## src/rtl/bs_arb.sv

```systemverilog
// Round-robin arbiter sharing one barrel shifter (bs) between N requesters.
// Define BS_ARB_SKID_EN for a 2-entry output buffer that removes the rsp_rdy_i -> req_rdy_o path.

module bs #(
  parameter int W       = 32,
  parameter int SHIFT_W = $clog2(W)
) (
  input  logic [W-1:0]       i_x,
  input  logic [SHIFT_W-1:0] i_shift,
  input  logic               i_is_arith,
  input  logic               i_is_rotate,
  input  logic               i_is_right,
  output logic [W-1:0]       o_y
);

  logic [W-1:0]             w_in;
  logic [SHIFT_W:0][W-1:0]  w_stage;
  logic                     w_fill;

  // Left operations reuse the right-shifting stages by bit-reversing in and out.
  assign w_fill = i_is_arith & i_is_right & ~i_is_rotate & i_x[W-1];

  always_comb begin
    w_in = '0;
    for (int b = 0; b < W; b++) begin
      w_in[b] = i_is_right ? i_x[b] : i_x[W-1-b];
    end
  end

  assign w_stage[0] = w_in;

  for (genvar k = 0; k < SHIFT_W; k++) begin : g_stage
    localparam int AMT = 1 << k;
    logic [W-1:0] w_shifted;

    for (genvar b = 0; b < W; b++) begin : g_bit
      if (b + AMT < W) begin : g_in
        assign w_shifted[b] = w_stage[k][b+AMT];
      end else begin : g_wrap
        assign w_shifted[b] = i_is_rotate ? w_stage[k][(b+AMT)%W] : w_fill;
      end
    end

    assign w_stage[k+1] = i_shift[k] ? w_shifted : w_stage[k];
  end

  always_comb begin
    o_y = '0;
    for (int b = 0; b < W; b++) begin
      o_y[b] = i_is_right ? w_stage[SHIFT_W][b] : w_stage[SHIFT_W][W-1-b];
    end
  end

endmodule

module bs_arb #(
  parameter int W       = 32,
  parameter int N       = 4,
  parameter int SHIFT_W = $clog2(W),
  parameter int ID_W    = $clog2(N)
) (
  input  logic                 clk,
  input  logic                 rst,
  input  logic [N-1:0]         req_vld_i,
  output logic [N-1:0]         req_rdy_o,
  input  logic [N*W-1:0]       req_x_i,
  input  logic [N*SHIFT_W-1:0] req_shift_i,
  input  logic [N*3-1:0]       req_op_i,
  output logic                 rsp_vld_o,
  input  logic                 rsp_rdy_i,
  output logic [W-1:0]         rsp_y_o,
  output logic [ID_W-1:0]      rsp_id_o
);

  typedef enum logic [1:0] {
    ST_EMPTY,
    ST_FULL,
    ST_BOTH
  } state_t;

  state_t            r_state;
  state_t            w_stateNxt;
  logic [ID_W-1:0]   r_ptr;
  logic [ID_W-1:0]   w_grant;
  logic              w_anyVld;
  logic              w_canAccept;
  logic              w_accept;
  logic              w_pop;
  logic              w_loadMain;
  logic [W-1:0]      w_selX;
  logic [SHIFT_W-1:0] w_selShift;
  logic [2:0]        w_selOp;
  logic [W-1:0]      w_bsY;
  logic [W-1:0]      r_y;
  logic [ID_W-1:0]   r_id;
`ifdef BS_ARB_SKID_EN
  logic              w_loadSkid;
  logic              w_mainFromSkid;
  logic [W-1:0]      r_skY;
  logic [ID_W-1:0]   r_skId;
`endif

  function automatic logic [ID_W-1:0] wrapInc(input logic [ID_W-1:0] base, input int off);
    int s;
    s = int'(base) + off;
    if (s >= N) s = s - N;
    return ID_W'(s);
  endfunction

  // Scan from the farthest offset down so the nearest valid requester wins.
  always_comb begin
    w_grant  = '0;
    w_anyVld = 1'b0;
    for (int i = N - 1; i >= 0; i--) begin
      if (req_vld_i[wrapInc(r_ptr, i)]) begin
        w_grant  = wrapInc(r_ptr, i);
        w_anyVld = 1'b1;
      end
    end
  end

`ifdef BS_ARB_SKID_EN
  assign w_canAccept = (r_state != ST_BOTH);
`else
  assign w_canAccept = (r_state == ST_EMPTY) | rsp_rdy_i;
`endif

  always_comb begin
    req_rdy_o = '0;
    if (!rst && w_anyVld && w_canAccept) begin
      req_rdy_o[w_grant] = 1'b1;
    end
  end

  assign w_accept = |(req_vld_i & req_rdy_o);
  assign w_pop    = rsp_vld_o & rsp_rdy_i;

  assign w_selX     = req_x_i[w_grant*W +: W];
  assign w_selShift = req_shift_i[w_grant*SHIFT_W +: SHIFT_W];
  assign w_selOp    = req_op_i[w_grant*3 +: 3];

  bs #(
    .W       (W),
    .SHIFT_W (SHIFT_W)
  ) u_bs (
    .i_x         (w_selX),
    .i_shift     (w_selShift),
    .i_is_arith  (w_selOp[2]),
    .i_is_rotate (w_selOp[1]),
    .i_is_right  (w_selOp[0]),
    .o_y         (w_bsY)
  );

`ifdef BS_ARB_SKID_EN
  // A new command lands in the skid slot only while the main entry is stuck.
  always_comb begin
    w_stateNxt     = r_state;
    w_loadMain     = 1'b0;
    w_loadSkid     = 1'b0;
    w_mainFromSkid = 1'b0;
    case (r_state)
      ST_EMPTY: begin
        if (w_accept) begin
          w_loadMain = 1'b1;
          w_stateNxt = ST_FULL;
        end
      end
      ST_FULL: begin
        if (w_pop) begin
          if (w_accept) w_loadMain = 1'b1;
          else          w_stateNxt = ST_EMPTY;
        end else if (w_accept) begin
          w_loadSkid = 1'b1;
          w_stateNxt = ST_BOTH;
        end
      end
      ST_BOTH: begin
        if (w_pop) begin
          w_mainFromSkid = 1'b1;
          w_stateNxt     = ST_FULL;
        end
      end
      default: w_stateNxt = ST_EMPTY;
    endcase
  end
`else
  always_comb begin
    w_stateNxt = r_state;
    w_loadMain = 1'b0;
    case (r_state)
      ST_EMPTY: begin
        if (w_accept) begin
          w_loadMain = 1'b1;
          w_stateNxt = ST_FULL;
        end
      end
      ST_FULL: begin
        if (w_accept)   w_loadMain = 1'b1;
        else if (w_pop) w_stateNxt = ST_EMPTY;
      end
      default: w_stateNxt = ST_EMPTY;
    endcase
  end
`endif

  always_ff @(posedge clk) begin
    if (rst) r_state <= ST_EMPTY;
    else     r_state <= w_stateNxt;
  end

  always_ff @(posedge clk) begin
    if (rst) begin
      r_ptr  <= '0;
      r_y    <= '0;
      r_id   <= '0;
`ifdef BS_ARB_SKID_EN
      r_skY  <= '0;
      r_skId <= '0;
`endif
    end else begin
      if (w_accept) r_ptr <= wrapInc(w_grant, 1);
      if (w_loadMain) begin
        r_y  <= w_bsY;
        r_id <= w_grant;
      end
`ifdef BS_ARB_SKID_EN
      if (w_mainFromSkid) begin
        r_y  <= r_skY;
        r_id <= r_skId;
      end
      if (w_loadSkid) begin
        r_skY  <= w_bsY;
        r_skId <= w_grant;
      end
`endif
    end
  end

  assign rsp_vld_o = (r_state != ST_EMPTY);
  assign rsp_y_o   = r_y;
  assign rsp_id_o  = r_id;

endmodule

```

## config.mk

```make
export PLATFORM = sky130hd
export DESIGN_NAME = bs_arb
export DESIGN_NICKNAME = d
export VERILOG_FILES = /design/src/rtl/bs_arb.sv
export SDC_FILE = /design/constraint.sdc
export NUM_CORES = 1
export LEC_CHECK = 0
export ABC_AREA = 1
export BUFFER_PORTS_ARGS = -buffer_cell sky130_fd_sc_hd__buf_2
export CAP_MARGIN = 20
export CORE_MARGIN = 8
export CORE_UTILIZATION = 40
export CTS_BUF_LIST = sky130_fd_sc_hd__clkbuf_2 sky130_fd_sc_hd__clkbuf_4 sky130_fd_sc_hd__clkbuf_8
export DETAILED_ROUTE_END_ITERATION = 8
export MAX_ROUTING_LAYER = met4
export PLACE_DENSITY = 0.71
export SYNTH_ARGS = -nofsm -noshare
export SYNTH_HDL_FRONTEND = slang
export SYNTH_SLANG_ARGS = --single-unit
```

## constraint.sdc

```tcl
create_clock -name clk -period 4.1 [get_ports clk]
set_input_delay 0.82 -clock clk [delete_from_list [all_inputs] [get_ports clk]]
set_output_delay 0.82 -clock clk [all_outputs]
set_load 0.005 [all_outputs]
```

Yosys cells after proc, flatten, opt, wreduce, memory -nomap -nowiden
Cells that the tools add are included.

$mul: 2. Equal/unequal tests: 4. Bitwise operators: 7. Order comparisons: 11. Add/subtract/negate cells: 9. Multiplexer cells: 130. Shift-type cells: 3. Reductions and logical operators: 9.

Operator list (number): $mux W32 (5); $shiftx A128 B8 Y32 (1); $mux W1 (106); $mux W2 (12); $shiftx A20 B6 Y5 (1); $lt A2 B3 Y1 const B (5); $ge A3 B3 Y1 const B (4); $shiftx A12 B5 Y3 (1); $sub A2 B1 Y2 const B (5); $bmux W1 S2 (4); $add A2 B1 Y3 const B (2); $add A2 B2 Y3 const B (2); $ne A2 B2 Y1 const B (3); $mul A2 B3 Y5 const B (1); $and A1 B1 Y1 (4); $and A4 B4 Y4 (1); $mul A2 B2 Y4 const B (1); $mux W4 (1); $pmux W2 S2 (1); $reduce_or A4 Y1 (1); $ge A2 B3 Y1 const B (1); $logic_and A1 B1 Y1 (3); $reduce_and A3 Y1 (1); $demux W1 S2 (1); 8 further kinds (8).

Output and inout bits: 39. Input bits: 167. Flip-flop bits (word level): 38. Logic and storage cells: 179.

Logic depth before layout (Yosys ltp)
Gate-level depths: netlist (run 1).

Depth after elaboration: 25. Gate-level depth with buffers: 31. Gate-level depth less buffers: 29.

Modules after synthesis
From an unflattened synthesis (run 1), not the netlist that was laid out.

Cells, all modules: 1251. Area total of the unflattened synthesis: 6182.2 µm².

Modules (own cells, without submodules): bs_arb (instances 1, sequential area each 740.7 µm², cells an instance 613, area an instance 3335.7 µm²); bs (instances 1, sequential area each 0.0 µm², cells an instance 638, area an instance 2846.5 µm²).

Worst setup path after synthesis (run 1)
Ideal clock, no wire load.

Path kind: in2reg. Start point: input port req_vld_i[1]. End point: register r_y[30] (netlist: rsp_y_o[30]). Path slack: 0.780 ns. Setup time: 0.070 ns. Stages on the path: 19. Required time: 4.030 ns. Arrival: 3.250 ns. Cells stage by stage: clkinv_1 nand2_1 nand3_1 nand3b_1 nand3b_1 nand2_1 buf_2 buf_4 buf_2 ha_1 inv_1 nor2_1 nand2_1 nand4_1 inv_1 clkbuf_1 clkbuf_1 nand2_1 a21oi_1.

Elaborated cells between the ends (all ways): 80. Classes of those cells: mul: 2; order compare: 2; shift: 3; mux: 64; bitwise: 5; reduce/logical: 4.

RTL lines: start, declared (line 64) `input logic [N-1:0] req_vld_i,`; $bmux W1 S2 (line 115) `if (req_vld_i[wrapInc(r_ptr, i)]) begin`; $mux W1 (implied by the code) (line 115); $mux W2 (3 in series) (line 115); $mux W2 (*) (line 115); named net w_grant[1] (line 84) `logic [ID_W-1:0] w_grant;`; $lt A2 B3 Y1 (implied by the code) / $ge A2 B1 Y1 (equally long branches) (line 131) `req_rdy_o[w_grant] = 1'b1;`; $logic_and A1 B1 Y1 (implied by the code) (line 131); $mux W1 (implied by the code) (line 131); $demux W1 S2 (*) (line 131); $mux W4 (*) (line 130) `if (!rst && w_anyVld && w_canAccept) begin`; named net req_rdy_o[3] (line 65) `output logic [N-1:0] req_rdy_o,`; $and A4 B4 Y4 (*) (line 135) `assign w_accept = |(req_vld_i & req_rdy_o);`; $reduce_or A4 Y1 (*) (line 135); $mux W1 (*) (line 192, 198); $mux W1 (*); end signal, assigned (line 223) `r_y <= w_bsY;`; end, declared (line 94) `logic [W-1:0] r_y;`.

The timed path passes the listed nets; every way through them passes the cells marked *. The select of a mux whose other input is x is not followed. A chain may end at the register's enable or synchronous reset.

Worst setup path after layout (run 1)
Start point: input port req_vld_i[3]. End point: register r_y[7] (netlist: rsp_y_o[7]).

Longest elaborated chain between the ends: 18. Elaborated cells between the ends (all ways): 80. Classes of those cells: mul: 2; order compare: 2; shift: 3; mux: 64; bitwise: 5; reduce/logical: 4.

Ends and longest elaborated chain: $bmux W1 S2 (line 115); $mux W1 (implied by the code) (line 115); $mux W2 (4 in series) (line 115); $mul A2 B2 Y4 (line 140) `assign w_selOp = req_op_i[w_grant*3 +: 3];`; $shiftx A12 B5 Y3 (line 140); $and A1 B1 Y1 / $not A1 Y1 (equally long branches) (line 21) `assign w_fill = i_is_arith & i_is_right & ~i_is_rotate & i_x[W-1];`; $and A1 B1 Y1 (2 in series) (line 21); $mux W1 (line 40) `assign w_shifted[b] = i_is_rotate ? w_stage[k][(b+AMT)%W] : w_fill;`; $mux W32 (5 in series) (line 44) `assign w_stage[k+1] = i_shift[k] ? w_shifted : w_stage[k];`; $mux W1 (line 50) `o_y[b] = i_is_right ? w_stage[SHIFT_W][b] : w_stage[SHIFT_W][W-1-b];`.

Parallel ways exist; a longest one is shown, timed or not. The select of a mux whose other input is x is not followed.

==> impl_metrics.csv, run 1 <==
group,metric,value,unit
final_layout,fin_area,7670,um2
critical_path,worstPathArrival,3.84,ns
die,die_width,142,um
clocking,cts.htree.levels,2,
timing,slew_violations,0,
job,cap_violations,0,
clocking,cts_max_path_buffers,2,
die,rows,46,
clocking,cts_sinks,37,
global_route,grt_pass1_vias,8426,
global_route,grt_overflow,0,
synth,synth-async-reset-ratio,0,%
synth,yosysTopAreaCell,"nand3_1",
synth,syn_area_per_cell,4.93,um2
synth,synth_edf_count,0,
synth,yosysMostFrequentCell,"nand2_1",
timing,rsz0062_at_grt,"no",
synth,ys.flop_type,"dfxtp_1",
detailed_routing,firstDrtPassIters,6,
die,die-height,142,um
final_layout,fin_nets,1608,
placed_design,hpwl,20100,um
critical_path,cp_cell_sequence,"buf_2 -> clkinv_1 -> nand2_1 -> nand3_1 -> nand2_1 -> nand3_2 -> nand3_2 -> nand2_2 -> inv_2 -> nand2_1 -> nand2_1 -> nand2_1 -> nand2_2 -> buf_12 -> nand3_1 -> nand3_1 -> nand3_1 -> nand3_1 -> nand3_1 -> nand2_1 -> nand3_1 -> nand2_1 -> nand2_1 -> a21oi_1",
global_route,grtUsageMet2,43.1,%
global_route,track_usage,25.7,%
timing,finalClockSkew,0.00802,ns
global_route,grt_pass1_wl,42000,um
synth,synth_common_cells,"550 x nand2_1, 458 x nand3_1, 45 x buf_2",
final_layout,drive_above_1_share,18.9,%
die,core,15700,um2
global_route,antenna_found_initial,0,
critical_path,crit_fanout,21,
synth,syn_nets,1460,
final_layout,layoutNonFillerInstCount,1653,
outcome,status,"complete, no violations",
synth,synth_top_cell_area_share,36.1,%
critical_path,r2r_start,"r_ptr[0]",
final_layout,n_fill_cell,1754,
placed_design,placed_area,7530,um2
clocking,cts_buffers,5,
timing,fin_crit_sh,88.3,%
detailed_routing,ant_nets,0,
detailed_routing,drt_wl_total,25300,um
clocking,root_buffer,"clkbuf_8",
critical_path,startpoint,"req_vld_i[3]",
placed_design,gp_congestion,0.989,
critical_path,crit_path_max_incr_delay,0.29,ns
detailed_routing,drc,0,
critical_path,required,4.32,ns
die,die_area,20200,um2
clocking,post-cts-setup-buffers,0,
synth,synthTopCellsByArea,"nand3_1 36%, nand2_1 33%, dfxtp_1 12%",
timing,slew_headroom,63.9,%
global_route,top_usage_layer,"met2",
final_layout,diodes,0,
placed_design,placed_cells,1645,
placed_design,port_buffers,205,
timing,tns,0,ns
detailed_routing,drtIter0Drc,716,
clocking,cts_tree,"yes",
critical_path,crit_top_cell,"nand2_1",
synth,ys_ff_latch,37,
timing,final_hold_viol_count,0,
clocking,cts.reportedPaths.clkPinSlew,0.07,ns
clocking,cts_hold_buf,0,
clocking,clk_latency,0.29,ns
synth,synth_area,6350,um2
critical_path,path_class,"in2reg",
worst_hold_path,min_from,"rsp_y_o[20]",
detailed_routing,vias,8945,
global_route,grt_max_degree,80,
worst_hold_path,hold_path.class,"reg2reg",
critical_path,cp-end-kind,"flop",
timing,setup_viol,0,
synth,ys.warnings.count,0,
synth,synthDistinctLibCells,27,
die,start_util,40.4,%
synth,synthCells,1289,
timing,post-route-min-period,3.62,ns
global_route,use_met3,3.32,%
final_layout,syn2layout_area_growth,20.7,%
critical_path,slowest_stage,"nand2_2",
detailed_routing,viasPerCell,5.41,
global_route,use_met1,31.9,%
synth,synth.yosys.seq_area_share,11.7,%
clocking,cts_resized,0,
die,io_pins,206,
critical_path,start_kind,"primary input",
detailed_routing,avgRoutedWirePerCell,15.3,um
timing,fin_hold_ws,0.461,ns
timing,clock.fmax,276,MHz
timing,worst_pin_slew,0.542,ns
==> area by class of cell <==
class	count	area, um2	share of cell area [%]
Clock buffer	5	68.8	0.898
Timing Repair Buffer	235	1400	18.3
Inverter	54	203	2.64
Multi-Input combinational cell	1104	4950	64.5
Tap cell	216	270	3.52
Clock inverter	2	35.0	0.457
Sequential cell	37	742	9.68
==> sequential cells by signal (all words and copies together), names as in the netlist <==
register	count
r_state	1
rsp_id_o	2
r_ptr	2
rsp_y_o	32
==> routing by layer <==
layer	wire length, um	part of all wire (%)	vias up
met2	12100	48	320
met3	1510	6.0	42
met5	0	0	-
met1	11100	44	4030
met4	580	2.3	0
li1	-	-	4553
==> layout by cell type, fill, tap and decap left out <==
master	netlist	final
buf_16	0	1
nand4_1	2	2
nand3_1	458	458
buf_4	11	18
o21ai_2	2	2
o211ai_1	1	1
a21oi_1	38	38
clkbuf_8	0	5
nor2_1	25	25
buf_2	45	205
a32oi_4	2	2
clkinv_2	0	1
a32oi_2	1	1
o21ai_0	4	4
o21ai_1	1	1
clkinv_1	2	2
dfxtp_2	0	1
buf_6	2	1
nand3_2	2	2
or2_1	1	1
ha_1	4	4
bufinv_16	0	1
buf_12	0	10
nand2_2	5	8
nand2_1	550	547
or2_2	1	1
inv_1	40	40
dfxtp_1	37	36
nand3b_1	6	6
o21bai_1	1	1
inv_2	12	12
==> cells by family after synthesis <==
kind of cell	share of synthesized area [%]
and+or+nand+nor	72.0
buffers and inverters	10.5
adders and majority gates	0.788
AOI/OAI and AO/OA	5.02
DFF	11.7
==> through the flow <==
step	util, %	setup slack, ns
floorplan	-	0.780
global placement	47.9	0.269
detailed placement	47.9	0.217
CTS	48.6	0.496
global route	48.8	0.0379
finish	48.8	0.481
==> critical path: cells and delay by family <==
family / cells / cell delay (ns)
buffers and inverters: 4 / 0.63
AOI/OAI and AO/OA: 1 / 0.13
and+or+nand+nor: 19 / 2.25
==> worst paths after layout <==
kind / to / slack [ns] / cells after the start
setup / recovery: rsp_y_o[7] / 0.48 / 24
hold / removal: rsp_y_o[20] / 0.46 / 2
setup reg to reg: rsp_y_o[7] / 0.64 / 23
hold reg to reg: rsp_y_o[20] / 0.46 / 2
Power of run 1 is left out: the tool's default activity adds up to more than one toggle a clock period on the data nets, which glitch-free logic cannot reach.
==> run 2, diff against run 1 <==
--- a/config.mk
+++ b/config.mk
@@ -13,7 +13,8 @@
 export CTS_BUF_LIST = sky130_fd_sc_hd__clkbuf_2 sky130_fd_sc_hd__clkbuf_4 sky130_fd_sc_hd__clkbuf_8
 export DETAILED_ROUTE_END_ITERATION = 8
 export MAX_ROUTING_LAYER = met4
-export PLACE_DENSITY = 0.71
+export PLACE_DENSITY = 0.72
 export SYNTH_ARGS = -nofsm -noshare
 export SYNTH_HDL_FRONTEND = slang
+export SYNTH_HIERARCHICAL = 1
 export SYNTH_SLANG_ARGS = --single-unit
==> impl_metrics.csv, run 2 <==
group,metric,value,unit
die,die-height,140,um
critical_path,worstPathArrival,3.83,ns
die,io_pins,206,
clocking,cts.reportedPaths.clkPinSlew,0.08,ns
synth,synth-async-reset-ratio,0,%
clocking,cts.htree.levels,2,
final_layout,layout_commonest_cell,"nand2_1",
die,die_area,19700,um2
clocking,root_buffer,"clkbuf_8",
timing,slew_headroom,60.5,%
final_layout,final_util,49.3,%
worst_hold_path,hold_depth,2,
timing,slew_violations,0,
timing,worst_pin_slew,0.590,ns
timing,tns,0,ns
final_layout,fin_nets,1579,
timing,clock.fmax,275,MHz
synth,syn_area_per_cell,4.94,um2
critical_path,start_kind,"primary input",
synth,synth_top_cell_area_share,31.3,%
synth,yosysMostFrequentCell,"nand2_1",
timing,fin_hold_ws,0.497,ns
synth,ys.flop_type,"dfxtp_1",
global_route,grt_max_degree,48,
clocking,cts_sinks,37,
critical_path,r2r_end,"rsp_y_o[11]",
global_route,track_usage,25.1,%
detailed_routing,drc,0,
timing,finalClockSkew,0.00580,ns
worst_hold_path,hold_path_end,"r_state[0]",
worst_hold_path,min_from,"r_state[0]",
critical_path,cp-end-kind,"flop",
placed_design,gp_congestion,1.00,
synth,synthTopCellsByArea,"nand3_1 31%, nand2_1 31%, dfxtp_1 12%",
synth,synth_area,6180,um2
detailed_routing,ant_nets,0,
detailed_routing,drt_wl_total,24800,um
final_layout,fin_area,7470,um2
synth,synth.yosys.seq_area_share,12.0,%
clocking,cts_max_path_buffers,2,
clocking,cts_buffers,5,
synth,ys.warnings.count,6,
synth,yosysTopAreaCell,"nand3_1",
critical_path,rr_worst_depth,28,
timing,final_hold_viol_count,0,
global_route,grt_pass1_wl,40500,um
synth,synth_edf_count,0,
synth,syn_nets,1418,
global_route,grt_overflow,0,
critical_path,r2r_slack,0.60,ns
final_layout,final_cell_mix,"508 x nand2_1, 387 x nand3_1, 205 x buf_2",
detailed_routing,firstDrtPassIters,8,
synth,ys_ff_latch,37,
synth,synthDistinctLibCells,27,
critical_path,crit_fanout,32,
final_layout,largest_reg_flops,32,
final_layout,syn2layout_area_growth,20.8,%
die,core,15100,um2
clocking,cts_tree,"yes",
synth,synth_common_cells,"509 x nand2_1, 387 x nand3_1, 71 x nor2_1",
detailed_routing,avgRoutedWirePerCell,15.5,um
detailed_routing,viasPerCell,5.51,
die,rows,45,
clocking,clk_latency,0.29,ns
detailed_routing,drtIter0Drc,1032,
placed_design,hpwl,19600,um
timing,post-route-min-period,3.64,ns
critical_path,r2r_start,"r_ptr[0]",
die,die_width,140,um
worst_hold_path,hold_path.class,"reg2reg",
timing,setup_viol,0,
detailed_routing,vias,8821,
timing,fin_crit_sh,88.7,%
final_layout,drive_above_1_share,19.0,%
critical_path,required,4.29,ns
job,cap_violations,0,
global_route,grt_pass1_vias,8244,
synth,synthCells,1251,
final_layout,diodes,0,
timing,rsz0062_at_grt,"no",
outcome,status,"complete, no violations",
die,start_util,40.8,%
critical_path,path_class,"in2reg",
placed_design,port_buffers,205,
global_route,antenna_found_initial,0,
clocking,cts_hold_buf,0,
placed_design,placed_area,7340,um2
==> run 2: changes by cell type after synthesis, moves of 11 or more <==
| cell | change |
|---|---|
| nor2_1 | +46 |
| nand3_1 | -71 |
| inv_1 | +18 |
| nand2_1 | -41 |
| o21ai_0 | +30 |
| a21oi_1 | -35 |
| nand3b_1 | +34 |
| buf_2 | -11 |
==> run 2: routing by layer <==
metal / vias to the layer above / track usage [%] / wire length, um
met5: - / - / 0
met4: 0 / 5.66 / 495
met3: 44 / 2.55 / 1570
met2: 388 / 42.1 / 11700
met1: 3972 / 31.8 / 11000
li1: 4417 / - / -
==> run 2: area by class of cell <==
cell class / count / area, um2
clock inverters: 1 / 30.0
well taps: 188 / 235
flip-flops and latches: 37 / 742
inverters: 64 / 243
fillers: 1674 / 7670
clock buffers: 7 / 90.1
multi-input cells: 1060 / 4730
repair buffers: 244 / 1400
==> run 2: repair_timing <==
item | in CTS | in global routing
endpoints found under the setup margin | 0 | 32
endpoints found under the hold margin | 0 | 0
resized for setup | 0 | 4
setup buffers | 0 | 0
==> run 2: critical path: stages <==
cell	delay (ns)
buf_2	0.10
inv_1	0.04
nand2_1	0.06
and2_1	0.18
nor2_2	0.15
inv_1	0.09
nand2_1	0.11
nand2_4	0.11
nand2_4	0.27
nand2_1	0.09
nand2_1	0.07
nand2_1	0.04
nand2_1	0.10
buf_4	0.34
nand3_1	0.17
nand3_1	0.16
nand2_1	0.07
nand2_1	0.06
nand2_1	0.10
nand2_1	0.08
nand2_1	0.06
nand2_1	0.10
nand2_1	0.11
nand3_1	0.10
nand2_1	0.06
nor2_1	0.10
nor2_1	0.05
==> run 2: worst max-delay path by stage <==
stage                      start     endpoint  slack, ns  cells after the start
floorplan           req_vld_i[1]  rsp_y_o[30]       0.86                     28
global placement    req_vld_i[1]  rsp_y_o[19]       0.15                     27
detailed placement  req_vld_i[1]  rsp_y_o[11]       0.08                     27
CTS                     r_ptr[0]  rsp_y_o[11]       0.31                     28
global route        req_vld_i[1]  rsp_y_o[19]       0.05                     27
finish              req_vld_i[1]  rsp_y_o[30]       0.46                     27
==> run 2: kinds of logic after synthesis <==
| kind of cell | count (synthesis) | share of synthesized area (%) |
|---|---|---|
| AO/OA/AOI/OAI | 42 | 3.70 |
| buffers and inverters | 154 | 11.5 |
| flip-flops | 37 | 12.0 |
| AND/OR/NAND/NOR | 1018 | 72.8 |
==> run 2: metrics by stage <==
step / cells / setup WS, ns
after global routing: 1601 / 0.0486
after global placement: 1592 / 0.152
after CTS: 1600 / 0.305
final: 1601 / 0.463
after floorplan: 1251 / 0.860
after detailed placement: 1592 / 0.0755
Power of run 2 is left out for the same reason.
